### src/rtl/serial_link_bringup_pkg.sv
// Shared types and constants for the serial link bring-up sequencer: FSM states,
// register-bus structs, config register offsets and the per-state write table.
package serial_link_bringup_pkg;

  localparam int AddrWidth = 32;
  localparam int DataWidth = 32;
  localparam int StrbWidth = DataWidth / 8;

  // Register offsets of the link configuration space
  localparam logic [AddrWidth-1:0] SERIAL_LINK_CTRL_OFFSET                 = 32'h00;
  localparam logic [AddrWidth-1:0] SERIAL_LINK_ISOLATED_OFFSET             = 32'h04;
  localparam logic [AddrWidth-1:0] SERIAL_LINK_CHANNEL_ALLOC_TX_CFG_OFFSET = 32'h20;
  localparam logic [AddrWidth-1:0] SERIAL_LINK_CHANNEL_ALLOC_RX_CFG_OFFSET = 32'h24;

  localparam logic [DataWidth-1:0] CTRL_RST_CLKGATE = 32'h300;
  localparam logic [DataWidth-1:0] CTRL_CLK_EN      = 32'h302;
  localparam logic [DataWidth-1:0] CTRL_RST_REL     = 32'h303;
  localparam logic [DataWidth-1:0] CTRL_DEISO       = 32'h03;
  localparam logic [DataWidth-1:0] ALLOC_CFG        = 32'h3;

  typedef struct packed {
    logic [AddrWidth-1:0] addr;
    logic                 write;
    logic [DataWidth-1:0] wdata;
    logic [StrbWidth-1:0] wstrb;
    logic                 valid;
  } bringup_req_t;

  typedef struct packed {
    logic [DataWidth-1:0] rdata;
    logic                 error;
    logic                 ready;
  } bringup_rsp_t;

  typedef enum logic [3:0] {
    IDLE, WR_CTRL0, WR_CTRL1, WR_CTRL2, WR_ALLOC_TX, WR_ALLOC_RX,
    WAIT, WR_DEISO, RD_ISO, DONE, ERR
  } state_e;

  typedef struct packed {
    logic                 en;
    logic [AddrWidth-1:0] offset;
    logic [DataWidth-1:0] wdata;
  } wr_beat_t;

  // en is clear for every state that does not issue a write
  function automatic wr_beat_t write_beat(input state_e state);
    write_beat = '0;
    case (state)
      WR_CTRL0:    write_beat = '{1'b1, SERIAL_LINK_CTRL_OFFSET, CTRL_RST_CLKGATE};
      WR_CTRL1:    write_beat = '{1'b1, SERIAL_LINK_CTRL_OFFSET, CTRL_CLK_EN};
      WR_CTRL2:    write_beat = '{1'b1, SERIAL_LINK_CTRL_OFFSET, CTRL_RST_REL};
      WR_ALLOC_TX: write_beat = '{1'b1, SERIAL_LINK_CHANNEL_ALLOC_TX_CFG_OFFSET, ALLOC_CFG};
      WR_ALLOC_RX: write_beat = '{1'b1, SERIAL_LINK_CHANNEL_ALLOC_RX_CFG_OFFSET, ALLOC_CFG};
      WR_DEISO:    write_beat = '{1'b1, SERIAL_LINK_CTRL_OFFSET, CTRL_DEISO};
      default:     write_beat = '0;
    endcase
  endfunction

endpackage

### src/rtl/serial_link_bringup_seq.sv
// Register-bus master that walks a serial link through its enable sequence and
// polls the isolation status; all outputs come straight from flops.
module serial_link_bringup_seq
  import serial_link_bringup_pkg::*;
#(
  parameter int  NumChannels = 1,
  parameter int  WaitCycles  = 50,
  parameter int  MaxPolls    = 1024,
  parameter type cfg_req_t   = bringup_req_t,
  parameter type cfg_rsp_t   = bringup_rsp_t
) (
  input  logic     clk_1,
  input  logic     rst_1_n,
  input  logic     start_i,
  output cfg_req_t cfg_req_o,
  input  cfg_rsp_t cfg_rsp_i,
  output logic     busy_o,
  output logic     done_o,
  output logic     error_o
);

  localparam int WaitW = $clog2(WaitCycles + 1);
  localparam int PollW = $clog2(MaxPolls + 1);
  localparam logic [WaitW-1:0] WaitLast = WaitW'(WaitCycles - 1);
  localparam logic [PollW-1:0] PollLast = PollW'(MaxPolls - 1);
  localparam logic [PollW-1:0] PollMax  = PollW'(MaxPolls);

  state_e           state_reg, state_next;
  logic [WaitW-1:0] wait_cnt_reg, wait_cnt_next;
  logic [PollW-1:0] poll_cnt_reg, poll_cnt_next;
  cfg_req_t         req_reg, req_next;
  logic             busy_reg, busy_next;
  logic             done_reg, done_next;
  logic             error_reg, error_next;
  logic             handshake;
  wr_beat_t         beat;

  assign handshake = req_reg.valid && cfg_rsp_i.ready;

  always_comb begin
    state_next    = state_reg;
    wait_cnt_next = wait_cnt_reg;
    poll_cnt_next = poll_cnt_reg;
    unique case (state_reg)
      IDLE, DONE, ERR: begin
        if (start_i) begin
          state_next    = WR_CTRL0;
          wait_cnt_next = '0;
          poll_cnt_next = '0;
        end
      end
      WR_CTRL0:    if (handshake) state_next = WR_CTRL1;
      WR_CTRL1:    if (handshake) state_next = WR_CTRL2;
      WR_CTRL2:    if (handshake) state_next = (NumChannels > 1) ? WR_ALLOC_TX : WAIT;
      WR_ALLOC_TX: if (handshake) state_next = WR_ALLOC_RX;
      WR_ALLOC_RX: if (handshake) state_next = WAIT;
      WAIT: begin
        if (wait_cnt_reg == WaitLast) state_next = WR_DEISO;
        else                          wait_cnt_next = wait_cnt_reg + WaitW'(1);
      end
      WR_DEISO:    if (handshake) state_next = RD_ISO;
      RD_ISO: begin
        // Staying in RD_ISO keeps valid high, which reissues the read back-to-back
        if (handshake) begin
          if (cfg_rsp_i.rdata == '0) begin
            state_next = DONE;
          end else begin
            if (poll_cnt_reg != PollMax) poll_cnt_next = poll_cnt_reg + PollW'(1);
            if (poll_cnt_reg >= PollLast) state_next = ERR;
          end
        end
      end
      default: state_next = IDLE;
    endcase
    if (handshake && cfg_rsp_i.error) state_next = ERR;
  end

  // Outputs are decoded from the next state so they line up with it after the flop
  always_comb begin
    req_next   = '0;
    beat       = write_beat(state_next);
    busy_next  = !(state_next inside {IDLE, DONE, ERR});
    done_next  = (state_next == DONE);
    error_next = (state_next == ERR);
    if (state_next == RD_ISO) begin
      req_next.valid = 1'b1;
      req_next.addr  = SERIAL_LINK_ISOLATED_OFFSET;
    end else if (beat.en) begin
      req_next.valid = 1'b1;
      req_next.write = 1'b1;
      req_next.addr  = beat.offset;
      req_next.wdata = beat.wdata;
      req_next.wstrb = '1;
    end
  end

  always_ff @(posedge clk_1 or posedge rst_1_n) begin
    if (rst_1_n) begin
      state_reg    <= IDLE;
      wait_cnt_reg <= '0;
      poll_cnt_reg <= '0;
      req_reg      <= '0;
      busy_reg     <= 1'b0;
      done_reg     <= 1'b0;
      error_reg    <= 1'b0;
    end else begin
      state_reg    <= state_next;
      wait_cnt_reg <= wait_cnt_next;
      poll_cnt_reg <= poll_cnt_next;
      req_reg      <= req_next;
      busy_reg     <= busy_next;
      done_reg     <= done_next;
      error_reg    <= error_next;
    end
  end

  assign cfg_req_o = req_reg;
  assign busy_o    = busy_reg;
  assign done_o    = done_reg;
  assign error_o   = error_reg;

endmodule

### config.mk
export PLATFORM = sky130hd
export DESIGN_NAME = serial_link_bringup_seq
export DESIGN_NICKNAME = d
export VERILOG_FILES = /design/src/rtl/serial_link_bringup_pkg.sv /design/src/rtl/serial_link_bringup_seq.sv
export SDC_FILE = /design/constraint.sdc
export NUM_CORES = 1
export LEC_CHECK = 0
export ABC_AREA = 0
export CELL_PAD_IN_SITES_DETAIL_PLACEMENT = 1
export CELL_PAD_IN_SITES_GLOBAL_PLACEMENT = 1
export CORE_MARGIN = 4
export CORE_UTILIZATION = 29
export DETAILED_ROUTE_END_ITERATION = 8
export PLACE_DENSITY_LB_ADDON = 0.3
export SKIP_LAST_GASP = 1
export SYNTH_ARGS = -nofsm -noshare
export SYNTH_HDL_FRONTEND = slang
export SYNTH_SLANG_ARGS = --single-unit
### constraint.sdc
create_clock -name clk_1 -period 2.6 [get_ports clk_1]
set_input_delay 0.65 -clock clk_1 [delete_from_list [all_inputs] [get_ports clk_1]]
set_output_delay 0.65 -clock clk_1 [all_outputs]
set_load 0.02 [all_outputs]
* Yosys cells after proc, flatten, opt, wreduce, memory -nomap -nowiden
Cells that the tools add are included.
** Word-level totals
- Bits of input ports :: 37
- Logic and storage cells :: 78
- Flip-flop bits (word level) :: 94
** Cells by class
- Add/subtract/negate cells :: 2
- Mux-type cells :: 25
- Equal/unequal tests :: 26
- Reductions and logical operators :: 13
- Magnitude comparators :: 1
** Operator list (number)
- one-hot mux 65 bit (6 select lines) :: 1
- two-way mux 70 bit :: 1
- two-way mux 11 bit :: 4
- two-way mux 4 bit :: 11
- two-way mux 37 bit :: 1
- logical NOT 32 bit :: 1
- two-way mux 32 bit :: 1
- one-hot mux 4 bit (8 select lines) :: 1
- == test 4 x 3 -> 1 bit, second input constant :: 7
- == test 4 bit, second input constant :: 6
- one-hot mux 11 bit (2 select lines) :: 1
- == test 4 x 2 -> 1 bit, second input constant :: 4
- two-way mux 6 bit :: 2
- one-hot mux 6 bit (2 select lines) :: 1
- adder 11 x 1 -> 11 bit, second input constant :: 1
- greater-or-equal comparator 11 x 10 -> 1 bit, second input constant :: 1
- != test 11 bit, second input constant :: 1
- != test 2 bit, second input constant :: 5
- == test 4 x 1 -> 1 bit, second input constant :: 2
- logical NOT 4 bit :: 2
- adder 6 x 1 -> 6 bit, second input constant :: 1
- == test 6 bit, second input constant :: 1
- AND reduction 5 bit :: 1
- nonzero test 2 bit :: 2
- 7 further kinds :: 8

* Logic depth before layout (Yosys ltp)
- Word-level depth :: 10
- Depth in mapped cells :: 9
- Gate-level depth less buffers :: 9

* Worst setup path before layout
Ideal clock, no wire load.
- Path type :: register -> register
- Start :: reg state_reg[0]
- End :: reg req_reg (netlist bit cfg_req_o[0])
- Required time :: 2.506 ns
- Path buffers :: 1
- Setup time :: 0.094 ns
- Cell stages (with the launch flop) :: 8
- Arrival :: 1.968 ns
- Path slack :: 0.539 ns
- Cells stage by stage :: dfrtp_1 or4b_1 buf_2 a211o_1 o221a_4 clkinv_4 nor2_2 a221oi_2
** RTL lines
- from (decl) :: RTL line serial_link_bringup_seq.sv:28 : state_e state_reg, state_next;
- from (signal assigned) :: RTL line serial_link_bringup_seq.sv:107 : state_reg <= state_next;
- to (signal assigned) :: RTL line serial_link_bringup_seq.sv:110 : req_reg <= req_next;
- to (decl) :: RTL line serial_link_bringup_seq.sv:31 : cfg_req_t req_reg, req_next;

* Worst setup path in the final report
- Start :: in cfg_rsp_i[20] in the netlist's numbering
- End :: reg req_reg (netlist bit cfg_req_o[3])
** On the way
- Longest elaborated chain between the ends :: 9
- Elaborated cells on any way between the ends :: 15
- Those cells by class :: 7 x eq/ne; 7 x mux; 1 x reduce/logical
** RTL lines
- from (decl) :: RTL line serial_link_bringup_seq.sv:16 : input cfg_rsp_t cfg_rsp_i,
- logical NOT 32 bit (*) :: RTL line serial_link_bringup_seq.sv:65 : if (cfg_rsp_i.rdata == '0) begin
- two-way mux 4 bit (*) :: RTL line serial_link_bringup_seq.sv:65
- two-way mux 4 bit (*) :: RTL line serial_link_bringup_seq.sv:64 : if (handshake) begin
- one-hot mux 4 bit (8 select lines) (*) :: RTL line serial_link_bringup_seq.sv:44 : unique case (state_reg)
- two-way mux 4 bit (*) :: RTL line serial_link_bringup_seq.sv:75 : if (handshake && cfg_rsp_i.error) state_next = ERR;
- named net state_next[1] :: RTL line serial_link_bringup_seq.sv:28
- == test 4 x 3 -> 1 bit, or another cell as far along :: RTL line serial_link_bringup_pkg.sv:49 : case (state)
- one-hot mux 65 bit (6 select lines) :: RTL line serial_link_bringup_pkg.sv:49
- two-way mux 70 bit :: RTL line serial_link_bringup_seq.sv:88 : end else if (beat.en) begin
- two-way mux 37 bit (*) :: RTL line serial_link_bringup_seq.sv:85 : if (state_next == RD_ISO) begin
The timed path passes the listed nets; every way through them passes the cells marked *.
A chain may end at the register's enable or synchronous reset.

==> impl_metrics.env <==
export IMPL_regArea_sq_um=775.7
export IMPL_ir_drop_mv=0.5933
export IMPL_r2r_start="state_reg[1]"
export IMPL_fillers=944
export IMPL_dieArea_sq_um=9367
export IMPL_critPathMaxFanout=6
export IMPL_cp_slowest_stage_delay_ps=410
export IMPL_syn_area_sq_um=2286
export IMPL_end_kind="flop"
export IMPL_initial_utilization=0.2974
export IMPL_synth_cell_type_count=51
export IMPL_worstSetupPathType="in2reg"
export IMPL_synth_top_flop_cell="dfrtp_1"
export IMPL_met1_usage=0.1506
export IMPL_ff2ff_setup_slack_ps=360
export IMPL_dr_total_vias=1922
export IMPL_dp_worst_setup_slack_ps=-81.27
export IMPL_cap_violations=0
export IMPL_reg2reg_depth=5
export IMPL_mostFrequentLayoutCells="conb_1, clkdlybuf4s50_1, dfrtp_1"
export IMPL_cp_start_kind="input port"
export IMPL_post_drt_wl_per_cell_um=14.08
export IMPL_final_cells=424
export IMPL_port_buffers=51
export IMPL_gp_congestion=0.8001
export IMPL_hpwl_um=4773
export IMPL_min_to="wait_cnt_reg[0]"
export IMPL_antenna_found_initial=0
export IMPL_viasPerCell=4.533
export IMPL_worstMarginPinSlew_ps=482.9
export IMPL_synth_top_cell_area_share=0.3394
export IMPL_r2r_end="poll_cnt_reg[3]"
export IMPL_path_buf_inv=2
export IMPL_pwr_share_clk=0.188
export IMPL_p_int_w=0.001566
export IMPL_dp_cells=416
export IMPL_dr_pass1_iters=4
export IMPL_cts_max_level=2
export IMPL_final_antenna_net_count=0
export IMPL_finalSetupViolCount=0
export IMPL_setup_ws_ps=234.8
export IMPL_layout_drive_gt1_share=0.09938
export IMPL_synth_top_area_cell="dfrtp_1"
export IMPL_routed_wl_um=5972
export IMPL_final_setup_tns_ps=0
export IMPL_ctsRootBufferMaster="clkbuf_8"
export IMPL_synth_area_leaders="dfrtp_1, buf_4, o21ai_0, nor4_1, nand2_1"
export IMPL_busiest_layer="met2"
export IMPL_drtIter0Drc=39
export IMPL_drv_slew=0
export IMPL_netSwitchingFraction=0.4242
export IMPL_rsz0062_at_grt="no"
export IMPL_required_ps=2750
export IMPL_met3_usage=0.03100
export IMPL_hold_viol=0
export IMPL_synth_top_family_by_area="buffers and inverters"
export IMPL_cts_tree="done"
export IMPL_largest_reg_flops=11
export IMPL_synth_edf_count=0
export IMPL_syn_to_final_growth_pct=25.23
export IMPL_grt_max_degree=32
export IMPL_multi_input_area_sq_um=1165
export IMPL_grt_util_met2=0.2192
export IMPL_route_detailed_drc=0
export IMPL_synth_avg_cell_area_sq_um=8.758
export IMPL_synthMuxAreaShare=0.02189
export IMPL_cp_cell_sequence="clkdlybuf4s50_1, nor4_1, and4_1, a211o_1, o221a_4, clkinv_4, nor3_1, a211oi_1"
export IMPL_layout_commonest_cell="conb_1"
export IMPL_final_min_period_over_clock_period=0.9097
export IMPL_nets=362
export IMPL_grt_usage=0.1240
export IMPL_clock_latency_ps=280
export IMPL_startpoint="cfg_rsp_i[20]"
export IMPL_antenna_cells=0
export IMPL_slew_headroom=0.6737
export IMPL_ctsHoldBuffers=0
export IMPL_grt_pass1_vias=1988
export IMPL_cts_resized=0
export IMPL_grt_pass1_wl_um=9701
export IMPL_fin_skew_ps=8.342
export IMPL_slowest_stage="clkdlybuf4s50_1"
export IMPL_seqPwrFrac=0.257
export IMPL_hp_start="wait_cnt_reg[0]"
export IMPL_critPathTopFamily="simple AND/OR/NAND/NOR gates"
export IMPL_final_core_util=0.3724
export IMPL_p_leak_nw=1.310
export IMPL_synth_compound_area_share=0.1270
export IMPL_yosys_area_share_simple=0.2200
export IMPL_ys_ff_latch=31
export IMPL_arrival_ps=2520
export IMPL_power_density_nw_per_um2=950.0
export IMPL_async_flop_share=1.000
export IMPL_die_height_um=96.79
export IMPL_grt_overflow=0
export IMPL_post_cts_buffers=0
export IMPL_seq_area_frac_synth=0.3394
export IMPL_hold_path_class="reg2reg"
export IMPL_fin_crit_ps=2365
export IMPL_yosys_area_share_xor_xnor=0.01916
export IMPL_path_clk_slew_ps=70
export IMPL_holdPathStages=1
export IMPL_numClockSinks=31
export IMPL_cts_buffer_depth=2
export IMPL_std_cell_rows=32
export IMPL_io_pins=110
export IMPL_fmax_mhz=422.8
export IMPL_combPwrFrac=0.555
export IMPL_status="complete, no violations"
export IMPL_yosys_warnings=0
export IMPL_syn_instance_count=261
export IMPL_die_w_um=96.79
export IMPL_cts_made_buffers=5
export IMPL_coreArea_sq_um=7687
export IMPL_p_switching_w=0.001154
export IMPL_synth_adder_area_share=0.02627
[worst register-to-register path: stages, from the launching register on]
cell and delay (ps):
dfrtp_1 370, or4b_1 670, a211oi_2 300, a21oi_1 210, or4_1 500, o21ai_1 100
[cell type report]
cell class                      instances  share of cell area
Clock buffer                            6             0.02885
Clock inverter                          2             0.01224
Inverter                               13             0.01879
Multi-Input combinational cell        204              0.4069
Sequential cell                        31              0.2710
Tap cell                              102             0.04458
Timing Repair Buffer                   66              0.2177
[worst max-delay path by stage]
stage	slack [ps]	depth (start not counted)	end
2_1_floorplan	540	7	cfg_req_o[0]
4_1_cts	220	8	busy_o
3_3_place_gp	-40	8	busy_o
5_1_grt	100	7	poll_cnt_reg[10]
3_5_place_dp	-80	8	cfg_req_o[3]
6_report	230	8	cfg_req_o[3]
[metal layers]
metal | vias to the layer above | share of wire
li1 | 910 | -
met1 | 943 | 0.42
met2 | 57 | 0.51
met3 | 12 | 0.050
met4 | 0 | 0.019
met5 | - | 0
[power by group through the flow]
stage	combinational (W)	clock, W	sequential (W)
after floorplan	0.000927	0	0.000777
after global placement	0.00149	0	0.000708
after detailed placement	0.00152	0	0.000705
after CTS	0.00152	0.000521	0.000703
after global routing	0.00166	0.000543	0.000722
final	0.00151	0.000512	0.000700
[cells in the mapped netlist (5+ instances only)]
library cell,number
buf_4,64
dfrtp_1,31
nand2_1,15
nor2_1,15
o21ai_0,13
a21oi_1,11
inv_1,11
nor4_1,10
nand3_1,8
a211oi_1,5
and3_1,5
mux2i_1,5
nand4_1,5
[cells by family (layout without fill, tap and decap cells)]
kind of cell             count (synthesis)  after routing
other                                    1             58
AO/OA/AOI/OAI                           43             43
adder cells (fa/ha/maj)                  5              5
AND/OR/NAND/NOR                         88             88
flip-flops                              31             31
XOR/XNOR                                 5              5
multiplexers                             5              5
buffers and inverters                   83             87
[metrics by stage]
step                hold slack [ps]  cell area, sq um  total power [W]
finish                        562.9              2863         0.002719
global route                  607.1              2863         0.002925
CTS                           567.6              2863         0.002745
detailed placement            545.7              2745         0.002223
global placement              536.7              2745         0.002195
floorplan                     502.9              2500         0.001703
(Power assumes the default switching activity.)
